===== config.mk =====
export PLATFORM = sky130hd
export DESIGN_NAME = mavg3_channel_scheduler_flat
export DESIGN_NICKNAME = d
export VERILOG_FILES = /design/src/rtl/mavg3_channel_scheduler_if.sv /design/src/rtl/mavg3_channel_scheduler.sv /design/src/flat_wrapper.sv
export SDC_FILE = /design/constraint.sdc
export NUM_CORES = 1
export LEC_CHECK = 0
export BUFFER_PORTS_ARGS = -buffer_cell sky130_fd_sc_hd__buf_2
export CORE_MARGIN = 3
export CORE_UTILIZATION = 53
export DETAILED_ROUTE_END_ITERATION = 16
export GPL_TIMING_DRIVEN = 0
export PLACE_DENSITY = 0.77
export SLEW_MARGIN = 20
export SYNTH_ARGS = -nofsm -noshare
export SYNTH_HDL_FRONTEND = slang
export SYNTH_SLANG_ARGS = --single-unit

===== constraint.sdc =====
create_clock -name system1000 -period 6.8 [get_ports system1000]
set_input_delay 2.04 -clock system1000 [delete_from_list [all_inputs] [get_ports system1000]]
set_output_delay 2.04 -clock system1000 [all_outputs]
set_load 0.005 [all_outputs]

===== src/rtl/mavg3_channel_scheduler_if.sv =====
// Request/result bundle for the 4-channel 3-tap moving-average scheduler.
// slave = scheduler side, master = traffic source/sink side.
interface mavg3_channel_scheduler_if #(
  parameter int DATA_W = 8
);
  logic [3:0]          req_valid;
  logic [4*DATA_W-1:0] req_data;
  logic [3:0]          req_ready;
  logic [3:0]          flush;
  logic                out_valid;
  logic [1:0]          out_chan;
  logic [DATA_W+1:0]   out_sum;
  logic                out_ready;

  modport slave (
    input  req_valid, req_data, flush, out_ready,
    output req_ready, out_valid, out_chan, out_sum
  );

  modport master (
    output req_valid, req_data, flush, out_ready,
    input  req_ready, out_valid, out_chan, out_sum
  );
endinterface


===== src/rtl/mavg3_channel_scheduler.sv =====
// Round-robin 4-channel scheduler with per-channel 3-tap window sum.
// MAVG3_SCHED_WARMUP_EN: suppress results until a channel's window is full.
module mavg3_channel_scheduler #(
  parameter int DATA_W = 8,
  parameter int NCH    = 4
) (
  input logic                           system1000,
  input logic                           system1000_rst,
  mavg3_channel_scheduler_if.slave      bus
);
  localparam int SW = DATA_W + 2;

  logic signed [DATA_W-1:0] hist1_q [NCH];
  logic signed [DATA_W-1:0] hist1_d [NCH];
  logic signed [DATA_W-1:0] hist2_q [NCH];
  logic signed [DATA_W-1:0] hist2_d [NCH];
  logic [1:0]               fill_q  [NCH];
  logic [1:0]               fill_d  [NCH];

  logic [1:0]           last_q, last_d;
  logic                 out_valid_q, out_valid_d;
  logic [1:0]           out_chan_q, out_chan_d;
  logic signed [SW-1:0] out_sum_q, out_sum_d;

  logic                     can_accept;
  logic [1:0]               idx;
  logic [1:0]               win;
  logic                     win_ok;
  logic [NCH-1:0]           grant;
  logic                     xfer;
  logic                     emit;
  logic signed [DATA_W-1:0] x0;
  logic signed [SW-1:0]     sum;

  function automatic logic signed [SW-1:0] sext(
    input logic signed [DATA_W-1:0] v
  );
    return {{2{v[DATA_W-1]}}, v};
  endfunction

  // search begins one past the last granted channel and wraps
  always_comb begin
    idx    = '0;
    win    = '0;
    win_ok = 1'b0;
    for (int i = 1; i <= NCH; i++) begin
      idx = last_q + 2'(i);
      if (!win_ok && bus.req_valid[idx]) begin
        win    = idx;
        win_ok = 1'b1;
      end
    end
  end

  assign can_accept = !out_valid_q || bus.out_ready;

  always_comb begin
    grant = '0;
    if (win_ok && can_accept && !system1000_rst)
      grant = NCH'(1) << win;
  end

  assign xfer = |grant;
  assign x0   = bus.req_data[win*DATA_W +: DATA_W];

  always_comb begin
    sum = sext(x0);
    if (fill_q[win] != 2'd0)
      sum = sum + sext(hist1_q[win]);
    if (fill_q[win] == 2'd2)
      sum = sum + sext(hist2_q[win]);
  end

`ifdef MAVG3_SCHED_WARMUP_EN
  assign emit = xfer && (fill_q[win] == 2'd2);
`else
  assign emit = xfer;
`endif

  always_comb begin
    last_d      = last_q;
    out_valid_d = out_valid_q;
    out_chan_d  = out_chan_q;
    out_sum_d   = out_sum_q;
    if (xfer)
      last_d = win;
    if (emit) begin
      out_valid_d = 1'b1;
      out_chan_d  = win;
      out_sum_d   = sum;
    end else if (xfer || bus.out_ready) begin
      out_valid_d = 1'b0;
    end
  end

  // flush overrides a coincident shift: the sample is not kept
  always_comb begin
    for (int k = 0; k < NCH; k++) begin
      hist1_d[k] = hist1_q[k];
      hist2_d[k] = hist2_q[k];
      fill_d[k]  = fill_q[k];
      if (xfer && win == 2'(k)) begin
        hist2_d[k] = hist1_q[k];
        hist1_d[k] = x0;
        fill_d[k]  = (fill_q[k] == 2'd2) ? 2'd2 : fill_q[k] + 2'd1;
      end
      if (bus.flush[k]) begin
        hist1_d[k] = '0;
        hist2_d[k] = '0;
        fill_d[k]  = '0;
      end
    end
  end

  always_ff @(posedge system1000) begin
    if (system1000_rst) begin
      last_q      <= 2'd3;
      out_valid_q <= 1'b0;
      out_chan_q  <= '0;
      out_sum_q   <= '0;
      for (int k = 0; k < NCH; k++) begin
        hist1_q[k] <= '0;
        hist2_q[k] <= '0;
        fill_q[k]  <= '0;
      end
    end else begin
      last_q      <= last_d;
      out_valid_q <= out_valid_d;
      out_chan_q  <= out_chan_d;
      out_sum_q   <= out_sum_d;
      for (int k = 0; k < NCH; k++) begin
        hist1_q[k] <= hist1_d[k];
        hist2_q[k] <= hist2_d[k];
        fill_q[k]  <= fill_d[k];
      end
    end
  end

  assign bus.req_ready = grant;
  assign bus.out_valid = out_valid_q;
  assign bus.out_chan  = out_chan_q;
  assign bus.out_sum   = out_sum_q;
endmodule


===== src/flat_wrapper.sv =====
// flat-port wrapper written by rule: the top's interface ports become plain ports
module mavg3_channel_scheduler_flat 
#(
  parameter int DATA_W = 8,
  parameter int NCH    = 4
)
  (system1000, system1000_rst, bus_req_valid, bus_req_data, bus_flush, bus_out_ready, bus_req_ready, bus_out_valid, bus_out_chan, bus_out_sum);
  mavg3_channel_scheduler_if #(.DATA_W(DATA_W)) bus_i ();
  input logic system1000;
  input logic system1000_rst;
  input wire logic [$bits(bus_i.req_valid)-1:0] bus_req_valid;
  input wire logic [$bits(bus_i.req_data)-1:0] bus_req_data;
  input wire logic [$bits(bus_i.flush)-1:0] bus_flush;
  input wire logic [$bits(bus_i.out_ready)-1:0] bus_out_ready;
  output wire logic [$bits(bus_i.req_ready)-1:0] bus_req_ready;
  output wire logic [$bits(bus_i.out_valid)-1:0] bus_out_valid;
  output wire logic [$bits(bus_i.out_chan)-1:0] bus_out_chan;
  output wire logic [$bits(bus_i.out_sum)-1:0] bus_out_sum;
  assign bus_i.req_valid = bus_req_valid;
  assign bus_i.req_data = bus_req_data;
  assign bus_i.flush = bus_flush;
  assign bus_i.out_ready = bus_out_ready;
  assign bus_req_ready = bus_i.req_ready;
  assign bus_out_valid = bus_i.out_valid;
  assign bus_out_chan = bus_i.out_chan;
  assign bus_out_sum = bus_i.out_sum;
  mavg3_channel_scheduler #(.DATA_W(DATA_W), .NCH(NCH)) u_core (.system1000(system1000), .system1000_rst(system1000_rst), .bus(bus_i));
endmodule

==> results.py <==
metrics = {
    "cells_and_area": {
        "area_growth_pct": 14.1,
        "nets": 709,
        "fin_util_pct": 62.8,
        "post_route_cells_drive_above_1_share_pct": 17.9,
        "multi_input_area_um2": 2910,
        "fillCellCount": 808,
        "diodes": 0,
        "regArea_um2": 2060,
    },
    "setup_path": {
        "cp.arrival_ns": 6.76,
        "rrSetupSlack_ns": 1.60,
        "start_kind": "input port",
        "r2r_start": "u_core.last_q[1]",
        "r2r-end": "u_core.bus.out_sum[7]",
        "cp_max_fo": 10,
        "critical_path_class": "input port to flop",
        "end_kind": "flop",
        "reg2reg_depth": 24,
        "startpoint": "bus_req_valid[1]",
        "required_ns": 7.05,
    },
    "die": {
        "die_y_um": 104,
        "die_w_um": 104,
        "floorplan.initialDensity_pct": 55.0,
        "die_area_um2": 10900,
        "std_cell_rows": 35,
        "core_area_um2": 9330,
        "io_pins": 60,
    },
    "synthesis": {
        "syn_inst": 574,
        "synth.cell_area_um2": 5130,
        "yosys_warnings": 0,
        "synthFlopType": "dfxtp_1",
        "syn_nets": 639,
        "synth.avg_cell_area_um2": 8.94,
        "ys_seq_area_share_pct": 40.2,
        "synth.distinct_cells": 53,
        "synth-edff-count": 32,
        "async_reset_ff_share_pct": 0,
        "ys_ff_latch": 87,
    },
    "power_and_ir_drop": {
        "ir_drop_mv": 0.149,
        "p_total_mw": 1.57,
        "pwr-share-seq_pct": 37.5,
        "p_comb_share_pct": 39.0,
        "power.density_nw_per_um2": 268,
        "switching_share_pct": 37.4,
        "clkPwrFrac_pct": 23.5,
        "p_leak_nw": 2.41,
        "p_int_mw": 0.981,
        "p_sw_mw": 0.587,
    },
    "grt": {
        "grt_pass1_wl_um": 23200,
        "antenna_found_initial": 0,
        "track_usage_pct": 26.8,
        "grt_max_degree": 20,
        "grt_overflow": 0,
        "grt_pass1_vias": 4644,
    },
    "sta": {
        "skew_ns": 0.0150,
        "slew_violations": 0,
        "min_period_ns": 6.51,
        "fmax_mhz": 154,
        "rsz0062_at_grt": "yes",
        "timing.final.crit_share_pct": 95.8,
        "hold_viol_final": 0,
        "relSlewSlack_pct": 19.8,
        "finalSetupViolCount": 0,
        "worst_slew_pin_slew_ns": 1.19,
    },
    "routing": {
        "first_pass_iters": 6,
        "vias": 4662,
        "postRouteWirelength_um": 14600,
        "drtIter0Drc": 326,
        "drtAntennaViolNets": 0,
        "wl_per_cell_um": 18.8,
        "via_per_inst": 5.99,
        "route.detailed.drc": 0,
    },
    "clock_network": {
        "cts_made_buffers": 9,
        "clockBufferDepth": 2,
        "htreeDepth": 3,
        "path_clk_slew_ns": 0.09,
        "clock-sinks": 87,
        "clockRootBuffer": "clkbuf_8",
        "hold_buffers": 0,
        "clock_latency_ns": 0.37,
        "cts_tree": "yes",
    },
    "placement": {
        "routabilityCongestion": 0.887,
        "dp_hpwl_um": 10800,
        "port_buffers": 58,
    },
    "hold_path": {
        "min_to": "u_core.bus.out_sum[2]",
        "min_path_type": "flop to flop",
        "worstHoldStart": "u_core.bus.out_sum[2]",
        "hold_depth": 2,
    },
    "job": {
        "drv_cap": 0,
    },
    "status": {
        "outcome": "completed",
    },
}
[registers in the layout, indices dropped and copies added, names as in the netlist]
| name | flops |
|---|---|
| u_core.last_q | 2 |
| u_core.hist2_q | 32 |
| u_core.fill_q | 8 |
| u_core.hist1_q | 32 |
| u_core.bus.out_valid | 1 |
| u_core.bus.out_chan | 2 |
| u_core.bus.out_sum | 10 |
[timing repair]
item | CTS | global route
gates cloned | 0 | 0
gates resized for setup | 14 | 15
setup buffers | 2 | 0
pin swaps | 1 | 1
setup endpoints to repair | 6 | 4
[layer usage]
layer,global-route usage [%],share of wire [%],up-vias
li1,-,-,2175
met1,32.7,39,2216
met2,46.7,50,229
met3,4.35,7.3,42
met4,11.5,3.2,0
met5,0,0,-
[power by group through the flow]
stage	clock [mW]	combinational, mW	sequential, mW
final	0.369	0.611	0.587
after global routing	0.387	0.667	0.590
after CTS	0.367	0.589	0.586
after detailed placement	0	0.573	0.598
after global placement	0	0.554	0.596
after floorplan	0	0.407	0.596
[worst max-delay path, stage by stage]
cell and delay (ns):
buf_2 0.13, o21a_1 0.22, a211oi_4 0.31, buf_4 0.21
buf_2 0.21, nand2_1 0.07, a31oi_1 0.53, ha_1 0.28
inv_1 0.06, fa_1 0.39, xor2_1 0.18, nor2_1 0.13
xor2_1 0.24, ha_1 0.32, a21oi_2 0.20, o21bai_2 0.12
a2111oi_2 0.32, nor3_1 0.13, xor2_1 0.16, mux2_2 0.27
o22ai_1 0.17, a21oi_1 0.06
[worst max-delay path by stage]
stage                             to  cells past startpoint
3_3_place_gp   u_core.bus.out_sum[7]                     22
6_report       u_core.bus.out_sum[7]                     22
4_1_cts        u_core.bus.out_sum[7]                     23
5_1_grt        u_core.bus.out_sum[7]                     25
3_5_place_dp   u_core.bus.out_sum[7]                     22
2_1_floorplan  u_core.bus.out_sum[7]                     21
[area by class of cell]
type,count,share of cell area [%]
well taps,129,2.76
repair buffers,60,5.21
clock inverters,6,1.20
clock buffers,10,2.18
flip-flops and latches,87,35.2
plain buffers,28,2.56
inverters,19,1.22
multi-input cells,439,49.7
[layout by cell type, fill, tap and decap left out, types with 3 or more instances in the layout]
master and instances:
a211oi_1 3, a21o_1 3, a21oi_1 19, a22o_1 32, a31oi_1 22, and2_1 33, and3_1 21, buf_2 63
buf_4 7, clkbuf_1 13, clkbuf_4 5, clkbuf_8 9, clkinvlp_4 3, dfxtp_1 55, edfxtp_1 32, ha_1 20
inv_1 19, mux2_2 4, mux2i_1 17, nand2_1 120, nand2b_1 5, nand3_1 7, nor2_1 22, nor2b_1 6
nor3_1 4, nor3_2 4, nor4_2 4, o211ai_1 5, o21a_1 4, o21ai_0 20, xnor2_1 15, xor2_1 15
[metrics by stage]
stage                     hold WS, ns  instance area, µm²  setup slack [ns]  instances  TNS, ns
after detailed placement        0.444                5580             -1.13        761    -4.68
after CTS                       0.456                5810            0.0141        778        0
after floorplan                 0.448                5130             0.148        574        0
after global routing            0.480                5860           -0.0274        778  -0.0288
after global placement          0.440                5580            -0.903        761    -3.30
final                           0.453                5860             0.287        778        0
[kinds of logic (layout without fill, tap and decap cells)]
group                    count (synthesis)  in the layout  share of synthesized area, %
adder cells (fa/ha/maj)                 23             23                          5.85
buffers and inverters                   48            123                          3.83
multiplexers                            23             23                          5.07
AO/OA/AOI/OAI                          128            128                          17.6
flip-flops                              87             87                          40.2
AND/OR/NAND/NOR                        235            235                          22.3
XOR/XNOR                                30             30                          5.12
[synthesized netlist by cell type, drive strengths merged (2+ instances only)]
| cell type | n | area (µm²) |
|---|---|---|
| o2111ai | 2 | 17.5 |
| o21bai | 2 | 15.0 |
| nand3 | 7 | 35.0 |
| and2 | 33 | 206 |
| nor2 | 24 | 90.1 |
| a211oi | 4 | 42.5 |
| buf | 11 | 57.6 |
| xnor2 | 15 | 131 |
| clkbuf | 18 | 67.6 |
| nand2b | 5 | 31.3 |
| nand2 | 120 | 450 |
| o21a | 4 | 30.0 |
| a31oi | 23 | 144 |
| mux2 | 4 | 45.0 |
| ha | 20 | 250 |
| edfxtp | 32 | 961 |
| fa | 2 | 40.0 |
| a21o | 3 | 22.5 |
| a21oi | 20 | 100 |
| inv | 19 | 71.3 |
| nor2b | 6 | 37.5 |
| a221oi | 2 | 17.5 |
| a22o | 32 | 280 |
| nand3b | 2 | 15.0 |
| nor3 | 8 | 60.1 |
| and3 | 21 | 131 |
| mux2i | 19 | 215 |
| xor2 | 15 | 131 |
| o211ai | 6 | 50.1 |
| dfxtp | 55 | 1100 |
| nor4 | 5 | 56.3 |
| o21ai | 21 | 105 |
Power figures use the tool's default switching activity.
